File: config.mk
export PLATFORM = sky130hd
export DESIGN_NAME = idu_pipe_flat
export DESIGN_NICKNAME = d
export VERILOG_FILES = /design/src/rtl/idu_pipe_if.sv /design/src/rtl/idu_pipe.sv /design/src/flat_wrapper.sv
export SDC_FILE = /design/constraint.sdc
export NUM_CORES = 1
export LEC_CHECK = 0
export CAP_MARGIN = 20
export CORE_MARGIN = 4
export CORE_UTILIZATION = 40
export CTS_CLUSTER_SIZE = 20
export DETAILED_ROUTE_END_ITERATION = 6
export HOLD_SLACK_MARGIN = 0.1
export PLACE_DENSITY = 0.68
export SETUP_SLACK_MARGIN = 0.2
export SLEW_MARGIN = 40
export SYNTH_ARGS = -nofsm -noshare
export SYNTH_HDL_FRONTEND = slang
export SYNTH_SLANG_ARGS = --single-unit
File: constraint.sdc
create_clock -name clk -period 5.4 [get_ports clk]
set_clock_uncertainty 0.15 [all_clocks]
set_input_delay 0.81 -clock clk [delete_from_list [all_inputs] [get_ports clk]]
set_output_delay 0.81 -clock clk [all_outputs]
set_load 0.01 [all_outputs]
File: src/rtl/idu_pipe_if.sv
// idu_pipe_if: handshake/bus bundle for the decode stage.
// slave = decode stage side, master = fetch/execute/retire side.
interface idu_pipe_if #(
  parameter int XLEN           = 32,
  parameter int XREG_ADDRWIDTH = 5
);
  logic                      in_valid;
  logic                      in_ready;
  logic [31:0]               instruction;
  logic [XLEN-1:0]           pc_in;
  logic                      flush;
  logic                      wb_en;
  logic [XREG_ADDRWIDTH-1:0] wb_rd;
  logic                      out_valid;
  logic                      out_ready;
  logic [6:0]                opcode;
  logic [2:0]                func3;
  logic [6:0]                func7;
  logic [XREG_ADDRWIDTH-1:0] dec_rs1;
  logic [XREG_ADDRWIDTH-1:0] dec_rs2;
  logic [XREG_ADDRWIDTH-1:0] dec_rd;
  logic                      rs1_en;
  logic                      rs2_en;
  logic                      rd_en;
  logic [2:0]                it_type;
  logic [XLEN-1:0]           imm_num;
  logic [XLEN-1:0]           pc_out;
  logic                      illegal;
  logic                      is_muldiv;

  modport slave (
    input  in_valid, instruction, pc_in, flush,
    input  wb_en, wb_rd, out_ready,
    output in_ready, out_valid,
    output opcode, func3, func7,
    output dec_rs1, dec_rs2, dec_rd,
    output rs1_en, rs2_en, rd_en,
    output it_type, imm_num, pc_out,
    output illegal, is_muldiv
  );

  modport master (
    output in_valid, instruction, pc_in, flush,
    output wb_en, wb_rd, out_ready,
    input  in_ready, out_valid,
    input  opcode, func3, func7,
    input  dec_rs1, dec_rs2, dec_rd,
    input  rs1_en, rs2_en, rd_en,
    input  it_type, imm_num, pc_out,
    input  illegal, is_muldiv
  );
endinterface

File: src/rtl/idu_pipe.sv
// idu_pipe: RV32I decode stage, one output register, pending-bit
// scoreboard stalling RAW/WAW hazards.
// Ports: clk, rst (sync, active-high), io_bus (idu_pipe_if.slave):
//   in_valid/in_ready/instruction/pc_in upstream, flush, wb_en/wb_rd
//   retire, out_valid/out_ready + decoded bundle downstream.
// Macro IDU_MEXT_EN: decode M-extension (func7=0000001) as R-type.
module idu_pipe #(
  parameter int XLEN           = 32,
  parameter int XREG_ADDRWIDTH = 5
) (
  input logic      clk,
  input logic      rst,
  idu_pipe_if.slave io_bus
);
  localparam int NREG = 1 << XREG_ADDRWIDTH;

  typedef enum logic [2:0] {
    IT_R   = 3'd0,
    IT_I   = 3'd1,
    IT_S   = 3'd2,
    IT_B   = 3'd3,
    IT_U   = 3'd4,
    IT_J   = 3'd5,
    IT_ERR = 3'd7
  } it_e;

  logic [31:0]               w_ins;
  logic [6:0]                w_op;
  logic [6:0]                w_f7;
  logic [XREG_ADDRWIDTH-1:0] w_rs1;
  logic [XREG_ADDRWIDTH-1:0] w_rs2;
  logic [XREG_ADDRWIDTH-1:0] w_rd;
  it_e                       w_type;
  logic                      w_rs1_en;
  logic                      w_rs2_en;
  logic                      w_rd_en;
  logic [31:0]               w_imm32;
  logic [XLEN-1:0]           w_imm;
  logic                      w_hazard;
  logic                      w_in_ready;
  logic                      w_in_fire;
  logic [NREG-1:0]           w_pend_nxt;
`ifdef IDU_MEXT_EN
  logic                      w_muldiv;
  logic                      r_muldiv;
`endif

  logic                      r_valid;
  logic [NREG-1:0]           r_pend;
  logic [6:0]                r_opcode;
  logic [2:0]                r_func3;
  logic [6:0]                r_func7;
  logic [XREG_ADDRWIDTH-1:0] r_rs1;
  logic [XREG_ADDRWIDTH-1:0] r_rs2;
  logic [XREG_ADDRWIDTH-1:0] r_rd;
  logic                      r_rs1_en;
  logic                      r_rs2_en;
  logic                      r_rd_en;
  it_e                       r_type;
  logic [XLEN-1:0]           r_imm;
  logic [XLEN-1:0]           r_pc;
  logic                      r_illegal;

  assign w_ins = io_bus.instruction;
  assign w_op  = w_ins[6:0];
  assign w_f7  = w_ins[31:25];
  assign w_rs1 = XREG_ADDRWIDTH'(w_ins[19:15]);
  assign w_rs2 = XREG_ADDRWIDTH'(w_ins[24:20]);
  assign w_rd  = XREG_ADDRWIDTH'(w_ins[11:7]);

  // R-type is only legal for the known func7 values.
  always_comb begin
    w_type = IT_ERR;
`ifdef IDU_MEXT_EN
    w_muldiv = 1'b0;
`endif
    unique case (1'b1)
      (w_op == 7'b0110111),
      (w_op == 7'b0010111): w_type = IT_U;
      (w_op == 7'b1101111): w_type = IT_J;
      (w_op == 7'b1100111),
      (w_op == 7'b0000011),
      (w_op == 7'b0010011): w_type = IT_I;
      (w_op == 7'b0100011): w_type = IT_S;
      (w_op == 7'b1100011): w_type = IT_B;
      (w_op == 7'b0110011) &&
      ((w_f7 == 7'b0000000) ||
       (w_f7 == 7'b0100000)): w_type = IT_R;
`ifdef IDU_MEXT_EN
      (w_op == 7'b0110011) &&
      (w_f7 == 7'b0000001): begin
        w_type   = IT_R;
        w_muldiv = 1'b1;
      end
`endif
      default: w_type = IT_ERR;
    endcase
  end

  always_comb begin
    w_rs1_en = 1'b0;
    w_rs2_en = 1'b0;
    w_rd_en  = 1'b0;
    w_imm32  = '0;
    unique case (w_type)
      IT_R: begin
        w_rs1_en = 1'b1;
        w_rs2_en = 1'b1;
        w_rd_en  = 1'b1;
      end
      IT_I: begin
        w_rs1_en = 1'b1;
        w_rd_en  = 1'b1;
        w_imm32  = {{20{w_ins[31]}}, w_ins[31:20]};
      end
      IT_S: begin
        w_rs1_en = 1'b1;
        w_rs2_en = 1'b1;
        w_imm32  = {{20{w_ins[31]}}, w_ins[31:25],
                    w_ins[11:7]};
      end
      IT_B: begin
        w_rs1_en = 1'b1;
        w_rs2_en = 1'b1;
        w_imm32  = {{19{w_ins[31]}}, w_ins[31], w_ins[7],
                    w_ins[30:25], w_ins[11:8], 1'b0};
      end
      IT_U: begin
        w_rd_en = 1'b1;
        w_imm32 = {w_ins[31:12], 12'b0};
      end
      IT_J: begin
        w_rd_en = 1'b1;
        w_imm32 = {{11{w_ins[31]}}, w_ins[31], w_ins[19:12],
                   w_ins[20], w_ins[30:21], 1'b0};
      end
      default: ;
    endcase
  end

  assign w_imm = XLEN'($signed(w_imm32));

  // Scoreboard read uses the registered bits, so a same-cycle
  // retire of the blocking register still stalls this cycle.
  assign w_hazard = io_bus.in_valid &
                    ((w_rs1_en & r_pend[w_rs1]) |
                     (w_rs2_en & r_pend[w_rs2]) |
                     (w_rd_en  & r_pend[w_rd]));

  assign w_in_ready = (~r_valid | io_bus.out_ready) &
                      ~w_hazard & ~io_bus.flush & ~rst;
  assign w_in_fire  = io_bus.in_valid & w_in_ready;

  // Set is applied last so it wins over a same-entry clear.
  always_comb begin
    w_pend_nxt = r_pend;
    if (io_bus.wb_en)
      w_pend_nxt[io_bus.wb_rd] = 1'b0;
    if (io_bus.flush && r_valid && r_rd_en)
      w_pend_nxt[r_rd] = 1'b0;
    if (w_in_fire && w_rd_en)
      w_pend_nxt[w_rd] = 1'b1;
    w_pend_nxt[0] = 1'b0;
  end

  always_ff @(posedge clk) begin
    if (rst) begin
      r_valid   <= 1'b0;
      r_pend    <= '0;
      r_opcode  <= '0;
      r_func3   <= '0;
      r_func7   <= '0;
      r_rs1     <= '0;
      r_rs2     <= '0;
      r_rd      <= '0;
      r_rs1_en  <= 1'b0;
      r_rs2_en  <= 1'b0;
      r_rd_en   <= 1'b0;
      r_type    <= IT_R;
      r_imm     <= '0;
      r_pc      <= '0;
      r_illegal <= 1'b0;
`ifdef IDU_MEXT_EN
      r_muldiv  <= 1'b0;
`endif
    end else begin
      r_pend <= w_pend_nxt;
      if (w_in_fire) begin
        r_valid   <= 1'b1;
        r_opcode  <= w_op;
        r_func3   <= w_ins[14:12];
        r_func7   <= w_f7;
        r_rs1     <= w_rs1;
        r_rs2     <= w_rs2;
        r_rd      <= w_rd;
        r_rs1_en  <= w_rs1_en;
        r_rs2_en  <= w_rs2_en;
        r_rd_en   <= w_rd_en;
        r_type    <= w_type;
        r_imm     <= w_imm;
        r_pc      <= io_bus.pc_in;
        r_illegal <= (w_type == IT_ERR);
`ifdef IDU_MEXT_EN
        r_muldiv  <= w_muldiv;
`endif
      end else if (io_bus.flush ||
                   (r_valid && io_bus.out_ready)) begin
        r_valid <= 1'b0;
      end
    end
  end

  assign io_bus.in_ready  = w_in_ready;
  assign io_bus.out_valid = r_valid;
  assign io_bus.opcode    = r_opcode;
  assign io_bus.func3     = r_func3;
  assign io_bus.func7     = r_func7;
  assign io_bus.dec_rs1   = r_rs1;
  assign io_bus.dec_rs2   = r_rs2;
  assign io_bus.dec_rd    = r_rd;
  assign io_bus.rs1_en    = r_rs1_en;
  assign io_bus.rs2_en    = r_rs2_en;
  assign io_bus.rd_en     = r_rd_en;
  assign io_bus.it_type   = r_type;
  assign io_bus.imm_num   = r_imm;
  assign io_bus.pc_out    = r_pc;
  assign io_bus.illegal   = r_illegal;
`ifdef IDU_MEXT_EN
  assign io_bus.is_muldiv = r_muldiv;
`else
  assign io_bus.is_muldiv = 1'b0;
`endif
endmodule

File: src/flat_wrapper.sv
// flat-port wrapper written by rule: the top's interface ports become plain ports
module idu_pipe_flat 
#(
  parameter int XLEN           = 32,
  parameter int XREG_ADDRWIDTH = 5
)
  (clk, rst, io_bus_in_valid, io_bus_instruction, io_bus_pc_in, io_bus_flush, io_bus_wb_en, io_bus_wb_rd, io_bus_out_ready, io_bus_in_ready, io_bus_out_valid, io_bus_opcode, io_bus_func3, io_bus_func7, io_bus_dec_rs1, io_bus_dec_rs2, io_bus_dec_rd, io_bus_rs1_en, io_bus_rs2_en, io_bus_rd_en, io_bus_it_type, io_bus_imm_num, io_bus_pc_out, io_bus_illegal, io_bus_is_muldiv);
  idu_pipe_if #(.XLEN(XLEN), .XREG_ADDRWIDTH(XREG_ADDRWIDTH)) io_bus_i ();
  input logic clk;
  input logic rst;
  input wire logic [$bits(io_bus_i.in_valid)-1:0] io_bus_in_valid;
  input wire logic [$bits(io_bus_i.instruction)-1:0] io_bus_instruction;
  input wire logic [$bits(io_bus_i.pc_in)-1:0] io_bus_pc_in;
  input wire logic [$bits(io_bus_i.flush)-1:0] io_bus_flush;
  input wire logic [$bits(io_bus_i.wb_en)-1:0] io_bus_wb_en;
  input wire logic [$bits(io_bus_i.wb_rd)-1:0] io_bus_wb_rd;
  input wire logic [$bits(io_bus_i.out_ready)-1:0] io_bus_out_ready;
  output wire logic [$bits(io_bus_i.in_ready)-1:0] io_bus_in_ready;
  output wire logic [$bits(io_bus_i.out_valid)-1:0] io_bus_out_valid;
  output wire logic [$bits(io_bus_i.opcode)-1:0] io_bus_opcode;
  output wire logic [$bits(io_bus_i.func3)-1:0] io_bus_func3;
  output wire logic [$bits(io_bus_i.func7)-1:0] io_bus_func7;
  output wire logic [$bits(io_bus_i.dec_rs1)-1:0] io_bus_dec_rs1;
  output wire logic [$bits(io_bus_i.dec_rs2)-1:0] io_bus_dec_rs2;
  output wire logic [$bits(io_bus_i.dec_rd)-1:0] io_bus_dec_rd;
  output wire logic [$bits(io_bus_i.rs1_en)-1:0] io_bus_rs1_en;
  output wire logic [$bits(io_bus_i.rs2_en)-1:0] io_bus_rs2_en;
  output wire logic [$bits(io_bus_i.rd_en)-1:0] io_bus_rd_en;
  output wire logic [$bits(io_bus_i.it_type)-1:0] io_bus_it_type;
  output wire logic [$bits(io_bus_i.imm_num)-1:0] io_bus_imm_num;
  output wire logic [$bits(io_bus_i.pc_out)-1:0] io_bus_pc_out;
  output wire logic [$bits(io_bus_i.illegal)-1:0] io_bus_illegal;
  output wire logic [$bits(io_bus_i.is_muldiv)-1:0] io_bus_is_muldiv;
  assign io_bus_i.in_valid = io_bus_in_valid;
  assign io_bus_i.instruction = io_bus_instruction;
  assign io_bus_i.pc_in = io_bus_pc_in;
  assign io_bus_i.flush = io_bus_flush;
  assign io_bus_i.wb_en = io_bus_wb_en;
  assign io_bus_i.wb_rd = io_bus_wb_rd;
  assign io_bus_i.out_ready = io_bus_out_ready;
  assign io_bus_in_ready = io_bus_i.in_ready;
  assign io_bus_out_valid = io_bus_i.out_valid;
  assign io_bus_opcode = io_bus_i.opcode;
  assign io_bus_func3 = io_bus_i.func3;
  assign io_bus_func7 = io_bus_i.func7;
  assign io_bus_dec_rs1 = io_bus_i.dec_rs1;
  assign io_bus_dec_rs2 = io_bus_i.dec_rs2;
  assign io_bus_dec_rd = io_bus_i.dec_rd;
  assign io_bus_rs1_en = io_bus_i.rs1_en;
  assign io_bus_rs2_en = io_bus_i.rs2_en;
  assign io_bus_rd_en = io_bus_i.rd_en;
  assign io_bus_it_type = io_bus_i.it_type;
  assign io_bus_imm_num = io_bus_i.imm_num;
  assign io_bus_pc_out = io_bus_i.pc_out;
  assign io_bus_illegal = io_bus_i.illegal;
  assign io_bus_is_muldiv = io_bus_i.is_muldiv;
  idu_pipe #(.XLEN(XLEN), .XREG_ADDRWIDTH(XREG_ADDRWIDTH)) u_core (.clk(clk), .rst(rst), .io_bus(io_bus_i));
endmodule
==> results.tsv <==
stage	metric	value	unit
status	status	finished, final reports clean	
setup_path	r2r-start	u_core.r_pend[9]$_SDFF_PP0_	
floorplanning	core_area	0.0180	mm2
layout	drive_gt1_frac	0.164	
clock_tree	post_cts_buffers	0	
place	place_area	0.00918	mm2
routing	vias	6303	
sta	max_freq	0.222	GHz
layout	seqCellArea	0.00270	mm2
sta	tightest_slew	0.627	ns
layout	fillers	1637	
setup_path	crit_fanout	15	
floorplanning	rows	49	
layout	utilization	0.547	
routing	postRouteAntennaNets	0	
clock_tree	cts_tree	done	
global_routing	grt.overflow.total	0	
yosys	syn_avg_cell_area	9.91	um2
global_routing	grt_max_degree	86	
floorplanning	start_util	0.407	
pwr	leakage	3.80	nW
clock_tree	cts_buffer_depth	2	
yosys	yosysSeqAreaShare	0.370	
layout	num_antenna_cells	0	
layout	nNetsFinal	961	
yosys	synth_top_family_by_area	multiplexers	
global_routing	met3_usage	0.0680	
global_routing	gr-usage-all-layers	0.212	
setup_path	worstPathArrival	3.55	ns
place	dp.cells	1095	
routing	wirelength	22300	um
routing	via_per_inst	5.59	
hold_path	min_path_type	reg2reg	
sta	setup_tns	0	ns
yosys	syn_nets	812	
clock_tree	clock_latency	0.42	ns
routing	drt_iter0_markers	485	
sta	fin_ws	0.893	ns
job	cap_violations	0	
global_routing	grt-busiest-layer	met2	
global_routing	met1_usage	0.293	
yosys	synth_mux_area_frac	0.217	
global_routing	first_global_vias	6055	
yosys	synth_xor_area_frac	0	
clock_tree	h-tree-depth	4	
sta	relSlewSlack	0.582	
hold_path	hold_depth	2	
global_routing	grt_pass1_wl	34400	um
clock_tree	ctsResizeCount	0	
setup_path	worstSetupPathType	in2out	
pwr	power_per_cell_area	269	mW/mm2
layout	layout.cells.non_filler	1128	
layout	multi_input_area	0.00425	mm2
hold_path	hold_end	u_core.io_bus.imm_num[21]$_SDFFE_PP0P_	
routing	wl_per_cell	19.7	um
place	hpwl	15400	um
sta	rsz0062_at_grt	no	
sta	period_share	0.835	
clock_tree	clock-sinks	135	
routing	dr.pass1.iters	6	
yosys	synth_fa_ha_area_frac	0	
sta	finalHoldViolCount	0	
setup_path	cp-startpoint	io_bus_instruction[15]	
setup_path	critPathLaunchType	primary input	
pwr	finalPower	2.65	mW
place	post-place-ws	0.861	ns
floorplanning	dieWidth	143	um
setup_path	r2r_slack	2.56	ns
yosys	synthSimpleGateAreaFrac	0.214	
place	place_congestion	0.937	
clock_tree	clk_root_buffer_cell	clkbuf_16	
sta	maxSlewViolCount	0	
setup_path	cp-end-kind	primary output	
yosys	syn_area	0.00730	mm2
setup_path	worst_r2r_path_depth	7	
clock_tree	clkTransAtPathRegs	0.06	ns
yosys	synth_flop_cell	dfxtp_1	
layout	design_area	0.00983	mm2
yosys	synthArstFlopShare	0	
routing	drcViolationCount	0	
yosys	synth_compound_area_frac	0.150	
yosys	ys_seq_elements	135	
yosys	synthCells	737	
floorplanning	die_h	143	um
global_routing	antenna_found_initial	0	
hold_path	min_from	u_core.io_bus.imm_num[21]$_SDFFE_PP0P_	
clock_tree	ctsHoldBuffers	0	
clock_tree	cts_buffers	17	
yosys	yosys_warnings	0	
setup_path	r2r_end	u_core.io_bus.func3[2]$_SDFFE_PP0P_	
pwr	ir_drop	212	uV
setup_path	worstPathRequired	4.44	ns
yosys	synth-edff-count	0	
yosys	synth_cell_types	51	
global_routing	met2_usage	0.323	
place	io_buffers	179	
sta	holdWs	0.326	ns
sta	min_period	4.51	ns
floorplanning	dieArea	0.0205	mm2
floorplanning	ioPinCount	181	
layout	syn2layout_area_growth	34.6	%
sta	finalSetupViolCount	0	
[power breakdown]
| part | total [mW] | switching (mW) | leakage, nW | internal, mW |
|---|---|---|---|---|
| Clock | 1.26 | 0.467 | 0.303 | 0.789 |
| Sequential | 1.05 | 0.0196 | 1.10 | 1.03 |
| Combinational | 0.344 | 0.161 | 2.40 | 0.183 |
| Total | 2.65 | 0.648 | 3.80 | 2.00 |
[cells by family (layout without fill, tap and decap cells)]
| logic type | Yosys count | after routing |
|---|---|---|
| AO/OA/AOI/OAI | 128 | 128 |
| flip-flops | 135 | 135 |
| multiplexers | 142 | 142 |
| other | 1 | 1 |
| buffers and inverters | 68 | 230 |
| AND/OR/NAND/NOR | 263 | 263 |
[area by class of cell]
cell class / instances / share of cell area
Multi-Input combinational cell: 534 / 0.433
Tap cell: 229 / 0.0291
Clock inverter: 14 / 0.0200
Timing Repair Buffer: 194 / 0.197
Clock buffer: 18 / 0.0447
Sequential cell: 135 / 0.275
Inverter: 4 / 0.00153
[worst max-delay path by stage]
stage | to | cells past startpoint
5_1_grt | io_bus_in_ready | 9
6_report | io_bus_in_ready | 7
3_5_place_dp | io_bus_in_ready | 7
3_3_place_gp | io_bus_in_ready | 8
4_1_cts | io_bus_in_ready | 7
2_1_floorplan | io_bus_in_ready | 7
[routing by layer]
layer,up-vias,part of all wire,wire length [um]
met5,-,0,0
met4,0,0.017,372
met3,34,0.094,2090
met2,285,0.45,10100
met1,2973,0.44,9690
li1,3011,-,-
[sequential cells by signal, summed over array words and instances, names as in the netlist, 3 cells and up]
signal	count
u_core.io_bus.imm_num	32
u_core.io_bus.pc_out	32
u_core.r_pend	31
u_core.io_bus.func7	7
u_core.io_bus.opcode	7
u_core.io_bus.dec_rd	5
u_core.io_bus.dec_rs1	5
u_core.io_bus.dec_rs2	5
u_core.io_bus.func3	3
u_core.io_bus.it_type	3
[cells in the mapped netlist (6+ instances only)]
library cell,count,share of area
nand3_1,11,0.0075
o41ai_1,19,0.023
nand2_1,22,0.011
nor2_1,23,0.012
buf_6,7,0.011
o221ai_1,31,0.037
buf_4,9,0.0092
buf_2,7,0.0048
mux2_2,72,0.11
nor2b_1,110,0.094
mux4_2,6,0.018
o41ai_2,12,0.027
nor3_1,6,0.0041
a21oi_1,16,0.011
dfxtp_1,135,0.37
nand2b_1,46,0.039
mux2i_1,64,0.088
a22oi_1,21,0.022
clkbuf_1,37,0.019
nand3b_1,20,0.021
[worst max-delay path: stages]
cell	delay [ns]
clkdlybuf4s50_1	0.82
mux4_2	0.58
o2111ai_1	0.18
a41o_1	0.24
nand3_1	0.13
a21boi_0	0.20
clkdlybuf4s50_1	0.59
[layout by cell type, fill, tap and decap left out, drive strengths merged, types with 5 or more instances in the layout]
master         instances
a21oi                 16
a22oi                 21
buf                   16
clkbuf                18
clkdlybuf4s50        178
dfxtp                135
inv                    7
mux2                  72
mux2i                 64
mux4                   6
nand2                 22
nand2b                46
nand3                 11
nand3b                20
nor2                  23
nor2b                110
nor3                   6
o221ai                31
o41ai                 31
or3b                   5
No activity file was read; power rests on OpenSTA's default activity.
